[config.mk]
export PLATFORM = sky130hd
export DESIGN_NAME = tx_fifo
export DESIGN_NICKNAME = d
export VERILOG_FILES = /design/src/rtl/tx_fifo.sv
export SDC_FILE = /design/constraint.sdc
export NUM_CORES = 1
export LEC_CHECK = 0
export BUFFER_PORTS_ARGS = -buffer_cell sky130_fd_sc_hd__buf_4
export CELL_PAD_IN_SITES_DETAIL_PLACEMENT = 1
export CELL_PAD_IN_SITES_GLOBAL_PLACEMENT = 1
export CORE_ASPECT_RATIO = 1.4
export CORE_MARGIN = 1
export CORE_UTILIZATION = 45
export CTS_CLUSTER_DIAMETER = 60
export DETAILED_ROUTE_END_ITERATION = 8
export PLACE_DENSITY_LB_ADDON = 0.2
export SYNTH_ARGS = -nofsm -noshare
export SYNTH_HDL_FRONTEND = slang
export SYNTH_SLANG_ARGS = --single-unit
[constraint.sdc]
create_clock -name clk -period 2.4 [get_ports clk]
set_input_delay 0.12 -clock clk [delete_from_list [all_inputs] [get_ports clk]]
set_output_delay 0.12 -clock clk [all_outputs]
set_load 0.05 [all_outputs]
[src/rtl/tx_fifo.sv]
// Transmit byte buffer between the host-side writer and the TX packet encoder.
// Show-ahead FIFO with occupancy, full/empty status and one-cycle error pulses.
module tx_fifo #(
    parameter int DEPTH = 8,
    parameter int WIDTH = 8
) (
    input  logic                     clk,
    input  logic                     n_rst,
    input  logic                     clear,
    input  logic                     store_tx_data,
    input  logic [WIDTH-1:0]         tx_data_in,
    input  logic                     get_tx_packet_data,
    output logic [WIDTH-1:0]         tx_packet_data,
    output logic [$clog2(DEPTH):0]   buffer_occupancy,
    output logic                     full,
    output logic                     empty,
    output logic                     overflow_err,
    output logic                     underflow_err
);

    localparam int AW = $clog2(DEPTH);
    localparam int OW = AW + 1;
    localparam logic [OW-1:0] FULL_COUNT = OW'(DEPTH);
    localparam logic [AW-1:0] PTR_STEP   = AW'(1);
    localparam logic [OW-1:0] COUNT_STEP = OW'(1);

    logic [WIDTH-1:0] mem [DEPTH];
    logic [AW-1:0]    wr_ptr, rd_ptr;
    logic [OW-1:0]    count;

    logic [AW-1:0]    wr_ptr_next, rd_ptr_next;
    logic [OW-1:0]    count_next;
    logic             overflow_next, underflow_next;
    logic             do_push, do_pop;

    assign full  = (count == FULL_COUNT);
    assign empty = (count == '0);

    // Head is driven from registered state only; an empty buffer always shows zero.
    assign tx_packet_data   = empty ? '0 : mem[rd_ptr];
    assign buffer_occupancy = count;

    // A pop frees a slot in the same cycle, so a push into a full buffer survives
    // when paired with a pop. A pop never benefits from a same-cycle push.
    assign do_pop  = get_tx_packet_data && !empty;
    assign do_push = store_tx_data && (!full || do_pop);

    always_comb begin
        // NOTE: every output of this block gets a default first so no path leaves
        // it unassigned, which would otherwise infer a latch.
        wr_ptr_next    = wr_ptr;
        rd_ptr_next    = rd_ptr;
        count_next     = count;
        overflow_next  = 1'b0;
        underflow_next = 1'b0;

        if (clear) begin
            wr_ptr_next = '0;
            rd_ptr_next = '0;
            count_next  = '0;
        end else begin
            if (do_push) begin
                wr_ptr_next = wr_ptr + PTR_STEP;
            end
            if (do_pop) begin
                rd_ptr_next = rd_ptr + PTR_STEP;
            end

            unique case ({do_push, do_pop})
                2'b10:   count_next = count + COUNT_STEP;
                2'b01:   count_next = count - COUNT_STEP;
                default: count_next = count;
            endcase

            overflow_next  = store_tx_data && !do_push;
            underflow_next = get_tx_packet_data && empty;
        end
    end

    always_ff @(posedge clk) begin
        // NOTE: sequential state uses non-blocking assignments so every register
        // samples pre-edge values regardless of statement order.
        if (!n_rst) begin
            wr_ptr        <= '0;
            rd_ptr        <= '0;
            count         <= '0;
            overflow_err  <= 1'b0;
            underflow_err <= 1'b0;
        end else begin
            wr_ptr        <= wr_ptr_next;
            rd_ptr        <= rd_ptr_next;
            count         <= count_next;
            overflow_err  <= overflow_next;
            underflow_err <= underflow_next;
        end
    end

    // Storage lives in its own process so the array stays a plain register file.
    always_ff @(posedge clk) begin
        // NOTE: the array is reset because the block is defined to come out of reset
        // with zeroed storage; clear leaves it alone since the empty head masks it.
        if (!n_rst) begin
            for (int i = 0; i < DEPTH; i++) begin
                mem[i] <= '0;
            end
        end else if (!clear && do_push) begin
            mem[wr_ptr] <= tx_data_in;
        end
    end

endmodule

==> Word-level counts from Yosys, hierarchy flattened <==
Memories as Yosys holds them, arrays and structs flattened. A register that Yosys moved wholly into a read port is not among the register bits.
Cells that the tools add are included.
{ "classes": {"add_sub_neg": 4, "reduce_logical": 14, "mux": 11, "n_eq_ne": 3, "bitwise_logic": 1} }
{ "op_table": {"columns": ["op", "count"], "rows": [
  ["$mux 8", 2],
  ["$mux 3", 3],
  ["$pmux 4 s2", 1],
  ["$reduce_or 8->1", 1],
  ["$add 3x1->3 const B", 2],
  ["$logic_and 1x1->1", 5],
  ["$mux 1", 5],
  ["$add 4x1->4 const B", 1],
  ["$eq 4x4->1 const B", 1],
  ["$logic_not 1->1", 4],
  ["$logic_not 4->1", 1],
  ["$sub 4x1->4 const B", 1],
  ["$eq 2x1->1 const B", 1],
  ["$eq 2x2->1 const B", 1],
  ["$reduce_bool 2->1", 1],
  ["$reduce_or 2->1", 1],
  ["$logic_or 1x1->1", 1],
  ["$not 1->1", 1]
]} }
{ "totals": {"n_memories": 1, "wordCells": 39, "ff_bits": 12, "in_bits": 13, "mem_bits_rw": 64, "out_inout_bits": 16} }
{ "memory_table": {"columns": ["memory", "words", "word_bits", "read_ports", "rd_ports_with_merged_regs", "write_ports", "line_no", "text"], "rows": [
  ["mem", 8, 8, 1, 1, 8, "27", "logic [WIDTH-1:0] mem [DEPTH];"]
]} }

==> Longest topological paths before layout <==
Gate-level depths: netlist of run 1.
{ "depth": {"word_depth": 11, "depth_mapped": 11, "mapped_depth_nobuf": 9} }

==> Worst setup path before layout of run 1 <==
Ideal clock, no wire load.
{ "synth_timing": {"path_kind": "reg-to-reg", "from": "reg count[0], in the netlist buffer_occupancy[0]", "to": "reg count[3], in the netlist buffer_occupancy[3]", "slack_ns": -0.217, "setup_time_ns": 0.075, "path_buffers": 2, "period_less_slack_ns": 2.617, "t_arrival_ns": 2.543, "stages_incl_launch_ff": 12, "required_ns": 2.325, "path_cell_list": "dfxtp_1 buf_6 or3_1 buf_6 o21ai_1 nand2b_1 inv_1 ha_1 a21oi_1 a211oi_1 nand3b_1 a31oi_1"} }
{ "synth_via": {"elab_chain_len": 7, "word_cells_on_any_way": 13, "classes_between": "add/sub: 2; eq/ne: 3; mux: 1; reduce/logical: 7"} }
{ "synth_lines": {"columns": ["element", "line_no", "text"], "rows": [
  ["start: declaration", "29", "logic [OW-1:0] count;"],
  ["start signal: assignment", "92", "count <= count_next;"],
  ["$logic_not 4->1", "37", "assign empty = (count == '0);"],
  ["$logic_not 1->1", "45", "assign do_pop = get_tx_packet_data && !empty;"],
  ["$logic_and 1x1->1", "45", null],
  ["$logic_or 1x1->1", "46", "assign do_push = store_tx_data && (!full || do_pop);"],
  ["$logic_and 1x1->1", "46", null],
  ["$eq 2x1->1 or $eq 2x2->1 (tied branches)", "69", "unique case ({do_push, do_pop})"],
  ["$pmux 4 s2 or $reduce_bool 2->1 (tied branches)", null, null]
]} }
Parallel ways exist; a longest one is shown, timed or not.
A chain may end at the register's enable or synchronous reset.

==> Final worst setup path of run 1 <==
{ "layout_timing": {"from": "reg count[1], in the netlist buffer_occupancy[1]", "to": "reg count[3], in the netlist buffer_occupancy[3]"} }
The elaborated chain is that of the path after synthesis.

==> results.yml, run 1 <==
place:
  hpwl_mm: 6.153
  pre_cts_ws_ns: 0.1166
  place_area_um2: 4188
  dp.cells: 401
  gp_congestion: 0.7255
  portBuffers: 28
logic_synthesis:
  syn_inst: 267
  avgSynthCellArea_um2: 14.14
  ys_ff_latch: 79
  syn_nets: 285
  ys_async_sr_fraction_pct: 0
  synth.area.top_cells: "edfxtp_1 (51%), and2_1 (11%), mux4_2 (9.5%)"
  synth_area_um2: 3776
  ys_types: 39
  ys_seq_area_share_pct: 58.85
  synth_edf_count: 64
  synth_warnings: 0
  synth_ff_type: "edfxtp_1"
  synth_top_area_cell: "edfxtp_1"
  yosys.area.top_type_share_pct: 50.89
grt:
  grtUsageMet1_pct: 24.75
  grt_pass1_vias: 2500
  grt_busiest_layer: "met2"
  grt_pass1_wl_mm: 14.26
  track_usage_pct: 23.61
  grt.overflow.total: 0
  grt_max_degree: 17
  grtUsageMet2_pct: 45.73
  antenna_found_initial: 0
  use_met3_pct: 5.267
layout:
  regArea_um2: 2226
  syn_to_final_growth_pct: 20.31
  fillers: 775
  final_cell_mix: "and2_1 (65), edfxtp_1 (64), buf_4 (43)"
  layout_commonest_cell: "and2_1"
  fin_cells: 417
  final_util_pct: 55.75
  fin_area_um2: 4543
  multiInputGateArea_um2: 1518
  n_antenna_cell: 0
  layout-drive-gt1-share_pct: 30.16
  fin_nets: 328
worst_setup_path:
  arrival_ns: 2.45
  critPathMaxFanout: 9
  criticalPathCategory: "register to register"
  crit_required_ns: 2.60
  cp-start-kind: "register"
  critPathCaptureType: "register"
sta:
  setup_slack_ns: 0.1452
  holdWs_ns: 0.1270
  hold_violations: 0
  slew_viol_final: 0
  setup-tns-final_ns: 0
  tightest_slew_ns: 0.5613
  fin_worst_skew_ns: 0.004541
  rsz0062_at_grt: "no"
  min_period_over_period_pct: 93.95
  max_freq_mhz: 443.5
  layout_min_cycle_time_ns: 2.255
  maxSlewHeadroom_pct: 62.53
  setup-violations-final: 0
clock_network:
  clk_pin_slew_ns: 0.06
  clock_sinks: 79
  h-tree-depth: 3
  cts_tree: "yes"
  post_cts_resized: 0
  cts_setup_buffers: 0
  cts_buffers: 9
  cts_root_buf: "clkbuf_16"
  cts_hold_buf: 0
  cts.path.max_buffers: 2
  clk_latency_ns: 0.34
pwr:
  ir_drop_uv: 386.4
  switching_share_pct: 22.77
  power_mw: 3.314
  p_comb_share_pct: 9.6
  powerDensity_nw_per_um2: 729.4
  p_seq_share_pct: 46.8
  clkPwrFrac_pct: 43.6
  p_leak_nw: 1.667
  switching_power_uw: 754.6
  internal_power_mw: 2.559
route:
  drt-wirelength-per-cell_um: 22.06
  final_antenna_net_count: 0
  via_per_inst: 5.496
  drc: 0
  routed_wl_mm: 9.200
  firstDrtPassIters: 4
  drt_iter0_drc: 125
  vias: 2292
die:
  coreArea_um2: 8149
  num_rows: 39
  die_h_um: 110.4
  die_w_um: 79.42
  initial_core_util_pct: 46.34
  dieArea_um2: 8767
  boundaryPins: 29
job:
  cap_violations: 0
run_status:
  status: "finished, final reports clean"
hold_path:
  hp-class: "primary input to register"
-- flip-flops by register name, indices dropped and copies added (netlist names), named ones only --
register	count
mem	64
rd_ptr	3
underflow_err	1
buffer_occupancy	4
wr_ptr	3
overflow_err	1
-- Yosys cell counts, types with 2 or more instances --
library cell and count:
o21ai_0 7, nor2_1 18, nand2_1 3, nand3b_1 2
mux2i_1 10, inv_1 5, xor2_1 3, ha_1 4
nor2_4 6, buf_2 4, mux4_2 16, dfxtp_1 15
o21ai_1 2, nand3_1 2, o2111ai_4 2, nor4_1 2
buf_6 2, and2_1 65, a211oi_1 2, xnor2_1 4
a21oi_1 2, edfxtp_1 64, clkbuf_1 4, nand2b_1 7
nor3_4 2
-- final timing paths --
| path | start | end | slack [ns] | depth (start not counted) |
|---|---|---|---|---|
| setup / recovery | buffer_occupancy[1]$_SDFFE_PP0P_ | buffer_occupancy[3]$_SDFFE_PP0P_ | 0.15 | 9 |
| hold / removal | tx_data_in[5] | mem[4][5]$_SDFFCE_PN0P_ | 0.13 | 2 |
| setup reg to reg | buffer_occupancy[1]$_SDFFE_PP0P_ | buffer_occupancy[3]$_SDFFE_PP0P_ | 0.15 | 9 |
| hold reg to reg | rd_ptr[0]$_SDFFE_PP0N_ | register | 0.54 | 2 |
-- cell families after synthesis --
group | Yosys count | synth area share, %
buffers and inverters | 16 | 2.120
AO/OA/AOI/OAI | 21 | 4.639
multiplexers | 26 | 12.19
adder cells (fa/ha/maj) | 5 | 1.856
AND/OR/NAND/NOR | 113 | 18.72
flip-flops | 79 | 58.85
XOR/XNOR | 7 | 1.624
-- area by class of cell --
class / count / area share (%)
Sequential cell: 79 / 48.99
Multi-Input combinational cell: 172 / 33.41
Timing Repair Buffer: 43 / 7.105
Clock buffer: 13 / 6.913
Tap cell: 102 / 2.809
Inverter: 5 / 0.4131
Clock inverter: 3 / 0.3580
-- power groups by stage --
stage | Clock [mW] | Sequential [mW] | Combinational [mW]
2_1_floorplan | 0 | 1.58 | 0.191
3_3_place_gp | 0 | 1.57 | 0.310
3_5_place_dp | 0 | 1.58 | 0.315
4_1_cts | 1.47 | 1.55 | 0.320
5_1_grt | 1.52 | 1.56 | 0.339
6_report | 1.45 | 1.55 | 0.318
-- worst max-delay path, stage by stage, from the launching register on --
cell,delay [ns]
dfxtp_2,0.36
or3_1,0.42
o21ai_2,0.14
nand2b_1,0.16
inv_1,0.10
ha_4,0.31
nand3_2,0.13
a211oi_2,0.24
nand3b_1,0.15
a31oi_1,0.09
-- per-layer routing --
layer,part of all wire [%],up-vias
li1,-,1064
met1,38,1173
met2,58,44
met3,2.5,11
met4,1.7,0
met5,0,-
(Power assumes the default switching activity.)
==> inputs of run 2 (changes only) <==
--- a/config.mk
+++ b/config.mk
@@ -13,7 +13,7 @@
 export CORE_UTILIZATION = 45
 export CTS_CLUSTER_DIAMETER = 60
 export DETAILED_ROUTE_END_ITERATION = 8
-export PLACE_DENSITY_LB_ADDON = 0.2
+export PLACE_DENSITY_LB_ADDON = 0.15
 export SYNTH_ARGS = -nofsm -noshare
 export SYNTH_HDL_FRONTEND = slang
 export SYNTH_SLANG_ARGS = --single-unit
==> results.yml, run 2 (same netlist as run 1, synthesis figures left out) <==
sta:
  setup-violations-final: 0
  fin_worst_skew_ns: 0.004737
  slew_viol_final: 0
  layout_min_cycle_time_ns: 2.244
  hold_violations: 0
  setup-tns-final_ns: 0
  min_period_over_period_pct: 93.50
  maxSlewHeadroom_pct: 51.82
  tightest_slew_ns: 0.7167
  max_freq_mhz: 445.7
worst_setup_path:
  criticalPathCategory: "register to register"
  arrival_ns: 2.44
  cp_slowest_cell: "or3_1"
  cp-start-kind: "register"
  crit_buf_inv: 1
  critPathCaptureType: "register"
  cpPeakStageDelay_ns: 0.42
  crit_family: "simple AND/OR/NAND/NOR gates"
  worstReg2RegStart: "buffer_occupancy[1]$_SDFFE_PP0P_"
  timing.rr.end: "buffer_occupancy[3]$_SDFFE_PP0P_"
  critPathMaxFanout: 9
  cp_cell_sequence: "or3_1, o21ai_2, nand2b_1, inv_1, ha_4, nand3_2, and4_1, o21bai_1, a31oi_1"
  reg2reg_slack_ns: 0.16
  worst-r2r-cell-count: 9
  crit_required_ns: 2.59
die:
  die_h_um: 110.4
  boundaryPins: 29
  initial_core_util_pct: 46.34
  dieArea_um2: 8767
  die_w_um: 79.42
  coreArea_um2: 8149
  num_rows: 39
route:
  vias: 2233
  routed_wl_mm: 8.484
  drt-wirelength-per-cell_um: 20.44
  final_antenna_net_count: 0
  firstDrtPassIters: 4
  via_per_inst: 5.381
  drt_iter0_drc: 94
  drc: 0
layout:
  n_antenna_cell: 0
  syn_to_final_growth_pct: 19.15
  fin_nets: 326
  layout_commonest_cell: "and2_1"
  layout-drive-gt1-share_pct: 29.39
  multiInputGateArea_um2: 1510
  final_util_pct: 55.21
  fillers: 807
  regArea_um2: 2226
  fin_area_um2: 4499
  top_register: "mem"
  fin_cells: 415
  final_cell_mix: "and2_1 (65), edfxtp_1 (64), buf_4 (40)"
  largest_reg_flops: 64
pwr:
  p_leak_nw: 1.636
  ir_drop_uv: 551.4
  power_mw: 3.185
  powerDensity_nw_per_um2: 707.8
place:
  place_area_um2: 4185
  hpwl_mm: 6.041
  gp_congestion: 0.7245
  portBuffers: 28
  dp.cells: 399
grt:
  track_usage_pct: 21.51
  grt_pass1_vias: 2361
  grt.overflow.total: 0
  grt_max_degree: 17
  antenna_found_initial: 0
  grt_pass1_wl_mm: 13.10
hold_path:
  hp-start: "get_tx_packet_data"
  hp-class: "primary input to register"
  holdPathEnd: "underflow_err$_SDFF_PP0_"
  worstHoldPathCells: 2
clock_network:
  cts_hold_buf: 0
  cts_tree: "yes"
  clk_pin_slew_ns: 0.06
  clk_latency_ns: 0.33
  clock_sinks: 79
  cts_setup_buffers: 0
  cts.path.max_buffers: 2
  cts_root_buf: "clkbuf_16"
  cts_buffers: 9
  h-tree-depth: 3
job:
  cap_violations: 0
run_status:
  status: "finished, final reports clean"
==> run 2: cell types whose count changed in the layout (fill, tap and decap cells not counted), sizes merged <==
cell | before | now
buf | 43 | 41
clkbuf | 13 | 14
clkinv | 2 | 1
clkinvlp | 0 | 1
inv | 6 | 5
==> run 2: layout make-up <==
type	count	area share (%)
Timing Repair Buffer	41	7.119
Tap cell	102	2.836
Sequential cell	79	49.47
Inverter	5	0.4171
Clock inverter	2	0.2781
Multi-Input combinational cell	172	33.57
Clock buffer	14	6.313
==> run 2: how the worst max path moves through the flow <==
| stage | from | to | slack (ns) | cells after the start |
|---|---|---|---|---|
| after floorplan | buffer_occupancy[0]$_SDFFE_PP0P_ | buffer_occupancy[3]$_SDFFE_PP0P_ | 0.005 | 11 |
| after global placement | buffer_occupancy[1]$_SDFFE_PP0P_ | buffer_occupancy[3]$_SDFFE_PP0P_ | 0.24 | 9 |
| after detailed placement | buffer_occupancy[1]$_SDFFE_PP0P_ | buffer_occupancy[3]$_SDFFE_PP0P_ | 0.13 | 9 |
| after CTS | buffer_occupancy[1]$_SDFFE_PP0P_ | buffer_occupancy[3]$_SDFFE_PP0P_ | 0.04 | 9 |
| after global routing | buffer_occupancy[1]$_SDFFE_PP0P_ | buffer_occupancy[3]$_SDFFE_PP0P_ | -0.002 | 9 |
| final | buffer_occupancy[1]$_SDFFE_PP0P_ | buffer_occupancy[3]$_SDFFE_PP0P_ | 0.16 | 9 |
==> run 2: per-layer routing <==
| metal | share of wire (%) | track usage [%] |
|---|---|---|
| met3 | 2.3 | 3.704 |
| met4 | 1.4 | 6.623 |
| met2 | 61 | 43.16 |
| met5 | 0 | 0 |
| met1 | 35 | 22.09 |
==> run 2: power breakdown <==
part | switching, mW | total (mW) | leakage (nW) | internal (mW)
Clock | 0.510 | 1.32 | 0.145 | 0.812
Combinational | 0.196 | 0.314 | 0.706 | 0.118
Sequential | 0.0228 | 1.55 | 0.786 | 1.53
==> run 2: metrics by stage <==
stage          worst slack (ns)  hold WS (ns)
2_1_floorplan          0.005430        0.2749
3_3_place_gp             0.2429        0.4628
3_5_place_dp             0.1260        0.4559
4_1_cts                 0.04378        0.1133
5_1_grt               -0.001595        0.1233
6_report                 0.1561        0.1259
==> run 2: timing repair <==
item	CTS	global route
gates resized for setup	0	2
endpoints found under the hold margin	0	0
setup endpoints to repair	0	1
==> run 2: worst register-to-register path, cell delays in order, from the launching register on <==
cell      delay, ns
dfxtp_2        0.36
or3_1          0.42
o21ai_2        0.15
nand2b_1       0.18
inv_1          0.10
ha_4           0.30
nand3_2        0.12
and4_1         0.23
o21bai_1       0.16
a31oi_1        0.09
